[src/rtl/bus_pkg.sv]
// Shared types and helpers for the bus receive endpoint and its checker.
// get_dest extracts the destination-ID field that sits in the packet MSBs.
package bus_pkg;

  localparam int unsigned PKT_W = 16;
  localparam int unsigned ID_W  = 8;
  localparam logic [ID_W-1:0] BCAST_ID_DEFAULT = 8'hFF;

  typedef logic [PKT_W-1:0] pkt_t;

  function automatic logic [ID_W-1:0] get_dest(input logic [63:0] pkt, input int unsigned w);
    return ID_W'(pkt >> (w - ID_W));
  endfunction

endpackage

[src/rtl/rx_fifo_core.sv]
// Circular-buffer FIFO with registered first-word-fall-through head.
// The top guarantees wr_en is only asserted when there is room or a pop is in flight.
module rx_fifo_core #(
  parameter int unsigned width = 16,
  parameter int unsigned depth = 8
) (
  input  logic                     clk,
  input  logic                     reset,
  input  logic                     wr_en,
  input  logic                     rd_en,
  input  logic [width-1:0]         din,
  output logic [width-1:0]         dout,
  output logic [$clog2(depth):0]   count
);

  localparam int unsigned AW = $clog2(depth);

  logic [width-1:0] mem_q [depth];
  logic [AW-1:0]    wr_ptr_q, wr_ptr_d;
  logic [AW-1:0]    rd_ptr_q, rd_ptr_d;
  logic [AW-1:0]    rd_nxt;
  logic [AW:0]      count_q, count_d;
  logic [width-1:0] dout_q, dout_d;
  logic             rd_ok;

  always_comb begin
    rd_ok    = rd_en && (count_q != '0);
    rd_nxt   = rd_ptr_q + 1'b1;
    wr_ptr_d = wr_en ? wr_ptr_q + 1'b1 : wr_ptr_q;
    rd_ptr_d = rd_ok ? rd_nxt : rd_ptr_q;
    count_d  = count_q;
    unique case ({wr_en, rd_ok})
      2'b10:   count_d = count_q + 1'b1;
      2'b01:   count_d = count_q - 1'b1;
      default: count_d = count_q;
    endcase
    // The head register tracks what mem[rd_ptr] will hold after this edge,
    // so it must take din directly whenever the new head is being written now.
    dout_d = dout_q;
    if (count_q == '0) begin
      if (wr_en) dout_d = din;
    end else if (rd_ok) begin
      if (count_q == 1) begin
        if (wr_en) dout_d = din;
      end else begin
        dout_d = mem_q[rd_nxt];
      end
    end
  end

  always_ff @(posedge clk) begin
    if (reset) begin
      wr_ptr_q <= '0;
      rd_ptr_q <= '0;
      count_q  <= '0;
      dout_q   <= '0;
    end else begin
      wr_ptr_q <= wr_ptr_d;
      rd_ptr_q <= rd_ptr_d;
      count_q  <= count_d;
      dout_q   <= dout_d;
    end
  end

  always_ff @(posedge clk) begin
    if (wr_en) mem_q[wr_ptr_q] <= din;
  end

  assign dout  = dout_q;
  assign count = count_q;

endmodule

[src/rtl/bus_rx_endpoint.sv]
// Bus receive endpoint: filters packets on destination ID, buffers matches in a FIFO,
// and counts drops due to ID mismatch or overflow (both saturating at 255).
module bus_rx_endpoint
  import bus_pkg::*;
#(
  parameter int unsigned     width    = 16,
  parameter int unsigned     depth    = 8,
  parameter int unsigned     id_w     = ID_W,
  parameter logic [id_w-1:0] my_id    = '0,
  parameter logic [id_w-1:0] bcast_id = BCAST_ID_DEFAULT
) (
  input  logic             clk,
  input  logic             reset,
  input  logic             push,
  input  logic [width-1:0] D_push,
  input  logic             pop,
  output logic [width-1:0] D_pop,
  output logic             pndng,
  output logic             full,
  output logic [7:0]       ovf_cnt,
  output logic [7:0]       misrt_cnt
);

  localparam int unsigned CW = $clog2(depth) + 1;

  logic [CW-1:0]   count;
  logic [id_w-1:0] dest;
  logic            match, accept;
  logic [7:0]      ovf_q, ovf_d, misrt_q, misrt_d;

  assign full  = (count == CW'(depth));
  assign pndng = (count != '0);

  always_comb begin
    dest    = D_push[width-1 -: id_w];
    match   = (dest == my_id) || (dest == bcast_id);
    accept  = push && match && (!full || pop);
    ovf_d   = ovf_q;
    misrt_d = misrt_q;
    if (push && !match && misrt_q != 8'hFF) misrt_d = misrt_q + 8'd1;
    if (push && match && full && !pop && ovf_q != 8'hFF) ovf_d = ovf_q + 8'd1;
  end

  always_ff @(posedge clk) begin
    if (reset) begin
      ovf_q   <= '0;
      misrt_q <= '0;
    end else begin
      ovf_q   <= ovf_d;
      misrt_q <= misrt_d;
    end
  end

  rx_fifo_core #(
    .width (width),
    .depth (depth)
  ) u_fifo (
    .clk   (clk),
    .reset (reset),
    .wr_en (accept),
    .rd_en (pop),
    .din   (D_push),
    .dout  (D_pop),
    .count (count)
  );

  assign ovf_cnt   = ovf_q;
  assign misrt_cnt = misrt_q;

endmodule

[config.mk]
export PLATFORM = sky130hd
export DESIGN_NAME = bus_rx_endpoint
export DESIGN_NICKNAME = d
export VERILOG_FILES = /design/src/rtl/bus_pkg.sv /design/src/rtl/rx_fifo_core.sv /design/src/rtl/bus_rx_endpoint.sv
export SDC_FILE = /design/constraint.sdc
export NUM_CORES = 1
export LEC_CHECK = 0
export ABC_AREA = 1
export BUFFER_PORTS_ARGS = -buffer_cell sky130_fd_sc_hd__buf_4
export CAP_MARGIN = 40
export CELL_PAD_IN_SITES_DETAIL_PLACEMENT = 0
export CELL_PAD_IN_SITES_GLOBAL_PLACEMENT = 2
export CORE_MARGIN = 2
export CORE_UTILIZATION = 35
export DETAILED_ROUTE_END_ITERATION = 10
export PLACE_DENSITY = 0.73
export SLEW_MARGIN = 30
export SYNTH_ARGS = -nofsm -noshare
export SYNTH_HDL_FRONTEND = slang
export SYNTH_SLANG_ARGS = --single-unit
[constraint.sdc]
create_clock -name clk -period 6.4 [get_ports clk]
set_input_delay 0.96 -clock clk [delete_from_list [all_inputs] [get_ports clk]]
set_output_delay 0.96 -clock clk [all_outputs]
set_load 0.05 [all_outputs]
==> results.cfg <==
[status]
status = finished clean

[global_route]
grt_pass1_vias = 5366
gr-total-overflow = 0
grt_usage_pct = 18.25
grt_max_degree = 67
antenna_found_initial = 0
grt_pass1_wl_um = 30290

[power_and_ir_drop]
power_mw = 3.477
leakagePower_nw = 3.203
clock_power_share_pct = 27.6
ir_drop_mv = 0.1958
switching_share_pct = 39.39
seqPwrFrac_pct = 37.0
power_density_nw_per_um2 = 404.8
p_comb_share_pct = 35.4
p_switching_mw = 1.370
p_int_mw = 2.108

[cts]
cts_setup_buffers = 0
cts_tree = built
cts-buffers-inserted = 17
clockRootBuffer = clkbuf_16
clock_latency_ns = 0.43
clk_pin_slew_worst_paths_ns = 0.06
cts_max_level = 4
ctsResizeCount = 0
clock_sinks = 170
holdBufCountCts = 0
clockBufferDepth = 2

[floorplan]
core_um2 = 20300
die_x_um = 148.2
start_util_pct = 35.85
num_rows = 52
ios = 54
die-height_um = 148.2
die_area_um2 = 21960

[logic_synthesis]
synth_nets = 762
synth_area_leaders = edfxtp_1 (53%), dfxtp_1 (12%), nand2_1 (11%)
ys_warn_count = 0
ys_ff_latch = 170
synth_commonest_cells = nand2_1 (212), nand3_1 (149), edfxtp_1 (128)
synth_top_area_share_pct = 52.81
synthCells = 735
yosys.cell_count.top_type = nand2_1
syn_area_um2 = 7278
synth_largest_area_cell = edfxtp_1
async_reset_ff_share_pct = 0
synth-main-ff-cell = edfxtp_1
postSynthAreaPerCell_um2 = 9.902
synth_cell_types = 23
ys_seq_area_share_pct = 64.36
synth_edf_count = 128

[detailed_routing]
vias = 5445
wire_per_inst_um = 17.87
first_pass_iters = 5
drtIter0Drc = 282
drt-total-wl_um = 19100
drc = 0
postRouteAntennaNets = 0
vias_per_cell = 5.094

[timing]
final.setup.tns_ns = 0
fmaxAchievable_mhz = 315.8
setup-violations-final = 0
relSlewSlack_pct = 47.32
final-hold-violation-count = 0
fin_crit_ns = 3.167
final_max_slew_viol_count = 0
timing_worst_slew_pin_value_ns = 0.7859
rsz0062_at_grt = no
skew_ns = 0.007890
period_share_pct = 49.48

[place]
gp_congestion = 0.7725
hpwl_um = 11680
io_buffers = 53

[cells_and_area]
fillers = 2007
multiInputGateArea_um2 = 2381
nNetsFinal = 813
seqCellArea_um2 = 4686
drive_gt1_share_pct = 14.89
num_antenna_cells = 0
syn2layout_area_growth_pct = 18.02

[critical_path]
reg2reg_slack_ns = 3.23
critical_path_required_ns = 6.53
cp_max_fo = 21
regToRegStartpoint = u_fifo.count[0]
critPathArrivalTime_ns = 3.30
r2r_cells = 11
r2r-end = u_fifo.mem_q[1][4]
critPathCaptureType = flip-flop
cp-startpoint = u_fifo.count[0]
worstSetupPathType = reg -> reg
cp-start-kind = flip-flop

[worst_hold_path]
hold_class = reg -> reg
min_from = u_fifo.wr_ptr_q[0]
worstHoldPathCells = 2
whs_endpoint = u_fifo.wr_ptr_q[0]

[flow_run]
max_cap_violations = 0
state kept, by name, summed over array words and instances, names as in the netlist:
register         count
misrt_cnt            8
ovf_cnt              8
u_fifo.count         4
u_fifo.dout         16
u_fifo.mem_q       128
u_fifo.rd_ptr_q      3
u_fifo.wr_ptr_q      3
per-stage QoR:
stage               hold WS (ns)  util, %  area [um^2]  cells  setup WS [ns]
global route              0.5221    42.31         8589   1069          2.941
CTS                       0.5062    42.18         8563   1067          3.200
global placement          0.4812    39.47         8013   1035          2.933
detailed placement        0.4961    39.51         8020   1035          2.842
finish                    0.5066    42.31         8589   1069          3.233
floorplan                 0.4701        -         7278    735          3.047
cells by family after synthesis:
kind of cell               share of synthesized area (%)
and+or+nand+nor                                    24.82
DFF                                                64.36
buffers and inverters                              3.576
AOI/OAI and AO/OA                                  4.607
xor gates and xnor gates                           1.427
adders and majority gates                          1.203
power by group through the flow:
stage	Sequential, mW	Clock (mW)	Combinational, mW
floorplan	1.43	0	0.732
global placement	1.31	0	1.22
detailed placement	1.31	0	1.24
CTS	1.29	0.980	1.24
global route	1.29	1.03	1.37
finish	1.29	0.958	1.23
metal layers:
layer	up-vias	track usage, %	wire [um]
met1	2659	23.62	8773
li1	2656	-	-
met2	107	30.76	9314
met3	23	3.804	671
met4	0	5.905	344
met5	-	0	0
critical path, cell delays in order (launching register included):
cell and delay [ns]:
dfxtp_1 0.41, inv_1 0.08, ha_1 0.27, nand2_1 0.11, nor2_2 0.05, nand2_1 0.40
nand3_1 0.13, buf_4 0.23, inv_2 0.09, nand2_1 0.13, nor3_2 0.63, buf_4 0.32
how the worst max path moves through the flow:
stage,cells after the start,endpoint,slack (ns)
floorplan,6,u_fifo.mem_q[0][0],3.05
global placement,12,u_fifo.mem_q[1][4],2.93
detailed placement,12,u_fifo.mem_q[1][4],2.84
CTS,11,u_fifo.mem_q[1][4],3.20
global route,11,u_fifo.mem_q[1][4],2.94
finish,11,u_fifo.mem_q[1][4],3.23
cell usage in the layout, fill, tap and decap left out, types with 2 or more instances in the layout:
cell type / synthesis / final
clkinv_2: 0 / 2
clkinvlp_4: 0 / 5
ha_1: 7 / 7
nand4_1: 14 / 14
nor2_1: 25 / 25
xor2_1: 8 / 8
nor3_2: 0 / 8
nor3_1: 13 / 5
inv_8: 0 / 2
dfxtp_1: 42 / 41
edfxtp_1: 128 / 128
inv_2: 3 / 3
a21oi_1: 36 / 36
clkbuf_16: 0 / 17
nand3_1: 149 / 149
clkinv_4: 0 / 2
o21ai_0: 26 / 26
inv_6: 0 / 3
xnor2_1: 2 / 2
nand2_1: 212 / 212
inv_1: 25 / 24
buf_4: 0 / 68
final cells by class:
cell class                      count  share of cell area (%)
Inverter                           28                   1.224
Multi-Input combinational cell    499                   27.72
Tap cell                          270                   3.933
Clock buffer                       18                   4.996
Sequential cell                   170                   54.55
Clock inverter                     14                   1.326
Timing Repair Buffer               70                   6.249
Note: power is estimated with default switching activity, not from simulation.
